$ cat config.mk
export PLATFORM = sky130hd
export DESIGN_NAME = imem_dmem_port_arbiter
export DESIGN_NICKNAME = d
export VERILOG_FILES = /design/src/rtl/imem_dmem_port_arbiter.sv
export SDC_FILE = /design/constraint.sdc
export NUM_CORES = 1
export LEC_CHECK = 0
export CAP_MARGIN = 20
export CELL_PAD_IN_SITES_DETAIL_PLACEMENT = 1
export CELL_PAD_IN_SITES_GLOBAL_PLACEMENT = 1
export CORE_UTILIZATION = 47
export DETAILED_ROUTE_END_ITERATION = 8
export DONT_BUFFER_PORTS = 1
export GPL_ROUTABILITY_DRIVEN = 1
export PLACE_DENSITY = 0.84
export SLEW_MARGIN = 0
export SYNTH_ARGS = -nofsm -noshare
export SYNTH_HDL_FRONTEND = slang
export SYNTH_SLANG_ARGS = --single-unit
$ cat constraint.sdc
create_clock -name CLK -period 2.5 [get_ports CLK]
set_input_delay 0.75 -clock CLK [delete_from_list [all_inputs] [get_ports CLK]]
set_output_delay 0.75 -clock CLK [all_outputs]
set_load 0.005 [all_outputs]
$ cat src/rtl/imem_dmem_port_arbiter.sv
// Shares one single-port synchronous RAM between instruction fetch and data access.
// Data has priority per cycle; a wait counter forces a fetch grant after MAX_WAIT denials.
module imem_dmem_port_arbiter #(
    parameter int ADDR_W   = 10,
    parameter int DATA_W   = 32,
    parameter int MAX_WAIT = 3,
    parameter int CNT_W    = 16
) (
    input  logic              CLK,
    input  logic              RSTn,
    input  logic              i_req,
    input  logic [ADDR_W-1:0] i_addr,
    output logic              i_gnt,
    output logic [DATA_W-1:0] i_rdata,
    output logic              i_valid,
    input  logic              d_rd,
    input  logic              d_wr,
    input  logic [ADDR_W-1:0] d_addr,
    input  logic [DATA_W-1:0] d_wdata,
    output logic              d_gnt,
    output logic [DATA_W-1:0] d_rdata,
    output logic              d_valid,
    output logic              stall_if,
    output logic              stall_mem,
    output logic              m_en,
    output logic              m_we,
    output logic [ADDR_W-1:0] m_addr,
    output logic [DATA_W-1:0] m_wdata,
    input  logic [DATA_W-1:0] m_rdata,
    output logic              err_rw,
    output logic [CNT_W-1:0]  conflict_cnt,
    output logic [CNT_W-1:0]  starve_cnt
);

    localparam int WAIT_W = (MAX_WAIT < 2) ? 1 : $clog2(MAX_WAIT + 1);
    localparam logic [WAIT_W-1:0] WAIT_MAX = WAIT_W'(MAX_WAIT);
    localparam logic GUARD_ON = (MAX_WAIT != 0);

    typedef enum logic [1:0] {TAG_NONE, TAG_I, TAG_D} tag_t;

    tag_t              tag;
    logic [WAIT_W-1:0] wait_cnt;
    logic [DATA_W-1:0] i_rdata_q;
    logic [DATA_W-1:0] d_rdata_q;
    logic              dreq;
    logic              force_fetch;

    assign dreq        = d_rd | d_wr;
    assign force_fetch = GUARD_ON & i_req & (wait_cnt == WAIT_MAX);
    assign d_gnt       = dreq & ~force_fetch;
    assign i_gnt       = i_req & ~d_gnt;
    assign stall_if    = i_req & ~i_gnt;
    assign stall_mem   = dreq & ~d_gnt;

    // A simultaneous read+write request is executed as a write.
    assign m_en    = i_gnt | d_gnt;
    assign m_we    = d_gnt & d_wr;
    assign m_addr  = d_gnt ? d_addr : i_addr;
    assign m_wdata = d_wdata;

    // RAM data arrives the cycle after the grant; present it in that cycle and hold it afterwards.
    assign i_valid = (tag == TAG_I);
    assign d_valid = (tag == TAG_D);
    assign i_rdata = i_valid ? m_rdata : i_rdata_q;
    assign d_rdata = d_valid ? m_rdata : d_rdata_q;

    always_ff @(posedge CLK or negedge RSTn) begin
        if (!RSTn) begin
            tag          <= TAG_NONE;
            wait_cnt     <= '0;
            i_rdata_q    <= '0;
            d_rdata_q    <= '0;
            err_rw       <= 1'b0;
            conflict_cnt <= '0;
            starve_cnt   <= '0;
        end else begin
            if (!i_req || i_gnt)
                wait_cnt <= '0;
            else if (wait_cnt != WAIT_MAX)
                wait_cnt <= wait_cnt + WAIT_W'(1);

            if (i_gnt)
                tag <= TAG_I;
            else if (d_gnt && !d_wr)
                tag <= TAG_D;
            else
                tag <= TAG_NONE;

            if (tag == TAG_I)
                i_rdata_q <= m_rdata;
            if (tag == TAG_D)
                d_rdata_q <= m_rdata;

            if (d_rd && d_wr)
                err_rw <= 1'b1;
            if (i_req && dreq)
                conflict_cnt <= conflict_cnt + CNT_W'(1);
            if (force_fetch && dreq)
                starve_cnt <= starve_cnt + CNT_W'(1);
        end
    end

endmodule
==> run_summary.xml <==
<?xml version="1.0" encoding="UTF-8"?>
<metrics>
  <group name="placement">
    <metric name="numPortBuffers" unit="">0</metric>
    <metric name="dpl.hpwl" unit="mm">6.31</metric>
    <metric name="placed_cell_count" unit="">392</metric>
    <metric name="globalplace.congestion" unit="">0.802</metric>
  </group>
  <group name="die">
    <metric name="pin_count" unit="">236</metric>
    <metric name="die_height" unit="um">98.2</metric>
    <metric name="die_w" unit="um">98.2</metric>
    <metric name="die_area" unit="mm2">0.00965</metric>
    <metric name="placeableCoreArea" unit="mm2">0.00885</metric>
    <metric name="initial_utilization" unit="%">49.2</metric>
    <metric name="rows" unit="">34</metric>
  </group>
  <group name="sta">
    <metric name="total_negative_slack_for_setup_checks" unit="ns">0</metric>
    <metric name="timing.final.setup_violations" unit="">0</metric>
    <metric name="worst-slew-pin-transition" unit="ns">0.421</metric>
    <metric name="worst_slew_margin_rel" unit="%">71.9</metric>
    <metric name="clock_skew" unit="ns">0.0130</metric>
    <metric name="report.final.slew_viol_count" unit="">0</metric>
    <metric name="post-route-period-util" unit="%">94.0</metric>
    <metric name="maxClockFrequency" unit="MHz">426</metric>
    <metric name="hold_slack" unit="ns">0.0842</metric>
    <metric name="finalHoldViolCount" unit="">0</metric>
    <metric name="grt_setup_unrepaired" unit="">false</metric>
    <metric name="period_needed" unit="ns">2.35</metric>
  </group>
  <group name="worst_setup_path">
    <metric name="setup.worst_path.class" unit="">flip-flop to primary output</metric>
    <metric name="path_max_fanout" unit="">6</metric>
    <metric name="critical_path_arrival" unit="ns">1.60</metric>
    <metric name="endpoint_kind_of_the_worst_setup_timing_path" unit="">primary output</metric>
    <metric name="crit_required" unit="ns">1.75</metric>
    <metric name="reg2reg_slack" unit="ns">0.83</metric>
    <metric name="cp-start-kind" unit="">flip-flop</metric>
  </group>
  <group name="logic_synthesis">
    <metric name="library_cell_with_the_highest_instance_count_after_synthesis" unit="">dfrtp_1</metric>
    <metric name="synth.top_cells.by_area" unit="">dfrtp_1 58%, mux2_2 19%, buf_4 5.7%</metric>
    <metric name="ys_dominant_reg_cell" unit="">dfrtp_1</metric>
    <metric name="ys_seq_elements" unit="">101</metric>
    <metric name="ys_async_sr_fraction" unit="%">100</metric>
    <metric name="synth_warn" unit="">0</metric>
    <metric name="synth_enable_flop_cells" unit="">0</metric>
    <metric name="mappedNetlistNets" unit="">413</metric>
    <metric name="synth_top_area_share" unit="%">58.1</metric>
    <metric name="synth_top_area_cell" unit="">dfrtp_1</metric>
    <metric name="synth.cells.most_frequent" unit="">101 x dfrtp_1, 75 x mux2_2, 33 x buf_4, 21 x xnor2_1, 11 x nand2_1</metric>
    <metric name="yosysUniqueCellTypes" unit="">29</metric>
    <metric name="yosysSeqAreaShare" unit="%">58.1</metric>
    <metric name="mappedNetlistArea" unit="mm2">0.00435</metric>
    <metric name="syn_area_cell" unit="um2">13.6</metric>
    <metric name="netlist_instances" unit="">321</metric>
  </group>
  <group name="cells_and_area">
    <metric name="filler_cell_count" unit="">881</metric>
    <metric name="synthToLayoutAreaGrowth" unit="%">3.83</metric>
    <metric name="drive_above_1_share" unit="%">35.2</metric>
    <metric name="layout.cells.non_filler" unit="">409</metric>
    <metric name="utilization" unit="%">51.0</metric>
    <metric name="antenna_cells_inserted" unit="">0</metric>
    <metric name="final_net_count" unit="">389</metric>
  </group>
  <group name="clock_network">
    <metric name="count_of_clock_tree_sinks" unit="">101</metric>
    <metric name="cts_htree_levels" unit="">3</metric>
    <metric name="tritoncts" unit="">yes</metric>
    <metric name="clock_latency" unit="ns">0.35</metric>
    <metric name="cts_made_buffers" unit="">9</metric>
    <metric name="path_clk_slew" unit="ns">0.10</metric>
    <metric name="ctsRootBufferMaster" unit="">clkbuf_8</metric>
    <metric name="cts.hold.buffers_added" unit="">0</metric>
    <metric name="clock_path_buffers" unit="">2</metric>
  </group>
  <group name="drt">
    <metric name="drc_errors" unit="">18</metric>
    <metric name="wire_per_inst" unit="um">21.6</metric>
    <metric name="dr.first_iter.drc_count" unit="">48</metric>
    <metric name="drt.antenna.violating_nets" unit="">0</metric>
    <metric name="finalWirelength" unit="mm">8.85</metric>
    <metric name="route.vias.total" unit="">2339</metric>
    <metric name="detailedRoute.firstPassIterationCount" unit="">6</metric>
    <metric name="via_per_inst" unit="">5.72</metric>
  </group>
  <group name="grt">
    <metric name="maximum_number_of_pins_on_one_net_before_global_route_repair" unit="">102</metric>
    <metric name="number_of_global_route_vias_before_repair" unit="">2619</metric>
    <metric name="grt_overflow" unit="">0</metric>
    <metric name="grt_pass1_wl" unit="mm">14.3</metric>
    <metric name="grt_antenna_before_repair" unit="">0</metric>
    <metric name="grt.total_usage" unit="%">19.1</metric>
  </group>
  <group name="power_and_ir_drop">
    <metric name="vdd_ir_drop_max" unit="V">0.000529</metric>
    <metric name="cell_area_power_density" unit="mW/mm2">823</metric>
    <metric name="leakagePower" unit="nW">1.98</metric>
    <metric name="design_power_total" unit="W">0.00372</metric>
  </group>
  <group name="status">
    <metric name="failing_checks" unit="">design-rule violations</metric>
    <metric name="status" unit="">complete, but fails checks</metric>
  </group>
  <group name="job">
    <metric name="cap_viol_max_count" unit="">0</metric>
  </group>
  <group name="min_path">
    <metric name="holdCritPathClass" unit="">input pin to asynchronous set/reset pin</metric>
  </group>
</metrics>
-- report_power, final --
group          internal, W  switching [W]
Sequential         0.00191       0.000166
Combinational     0.000270       0.000269
Clock             0.000565       0.000540
Total              0.00274       0.000976
-- placed cells by master, fill, tap and decap left out, types with 2 or more instances in the layout --
master,instances
xor2_1,9
inv_1,4
nor3_1,2
nand4_1,8
dfrtp_1,101
nand2_1,10
nor2_1,10
mux2_2,75
buf_12,2
clkbuf_8,9
buf_4,3
bufinv_16,2
nand3_1,10
and4_1,2
and3_1,4
xnor2_1,21
buf_6,2
ha_1,3
and2_1,6
-- through the flow --
| step | area [um2] | setup slack (ns) |
|---|---|---|
| after floorplan | 4350 | 0.0790 |
| after global placement | 4270 | 0.165 |
| after detailed placement | 4270 | 0.0717 |
| after CTS | 4500 | 0.0588 |
| after global routing | 4520 | 0.0336 |
| final | 4520 | 0.151 |
-- final cells by class --
class	count	area [um2]	share of cell area, %
clock buffers	10	128	2.83
clock inverters	5	85.1	1.88
inverters	4	15.0	0.332
multi-input cells	174	1540	34.1
flip-flops and latches	101	2530	56.0
well taps	108	135	2.99
repair buffers	7	85.1	1.88
-- sequential cells by signal (all words and copies together), names as in the netlist --
name	count
err_rw	1
wait_cnt	2
conflict_cnt	16
d_rdata_q	32
starve_cnt	16
tag	2
i_rdata_q	32
-- final timing paths --
| check | start | endpoint | cells after the start |
|---|---|---|---|
| worst max-delay path | wait_cnt[0]$_DFFE_PN0P_ | m_addr[1] | 5 |
| worst min-delay path | RSTn | conflict_cnt[13]$_DFFE_PN0P_ | 0 |
| worst max register to register | wait_cnt[0]$_DFFE_PN0P_ | starve_cnt[14]$_DFFE_PN0P_ | 6 |
| worst min register to register | wait_cnt[0]$_DFFE_PN0P_ | wait_cnt[0]$_DFFE_PN0P_ | 1 |
| max in group asynchronous | RSTn | d_rdata_q[5]$_DFF_PN0_ | 0 |
| min in group CLK | wait_cnt[0]$_DFFE_PN0P_ | wait_cnt[0]$_DFFE_PN0P_ | 1 |
-- repair_timing --
item                                    in CTS  in global routing
resized for setup                            4                  4
buffers inserted                             1                  0
gates cloned                                 1                  0
pin swaps                                    0                  0
endpoints found under the setup margin      10                 10
-- metal layers --
layer	vias up	track usage [%]	share of wire, %
li1	1008	-	-
met5	-	0	0
met2	114	30.2	49
met4	0	7.00	1.5
met3	23	8.80	12
met1	1194	23.1	38
-- critical path: stages, from the launching register on --
cell,delay (ns)
dfrtp_1,0.37
ha_1,0.19
nand2_2,0.09
o21ai_4,0.09
buf_6,0.15
mux2_2,0.35
-- kinds of logic after synthesis --
kind of cell               count (synthesis)  share of synthesized area, %
adders and majority gates                  3                         0.863
muxes                                     75                          19.4
AOI/OAI and AO/OA                          4                         0.690
buffers and inverters                     46                          7.02
xor gates and xnor gates                  30                          6.04
DFF                                      101                          58.1
and+or+nand+nor                           62                          7.88
No activity file was read; power rests on OpenSTA's default activity.
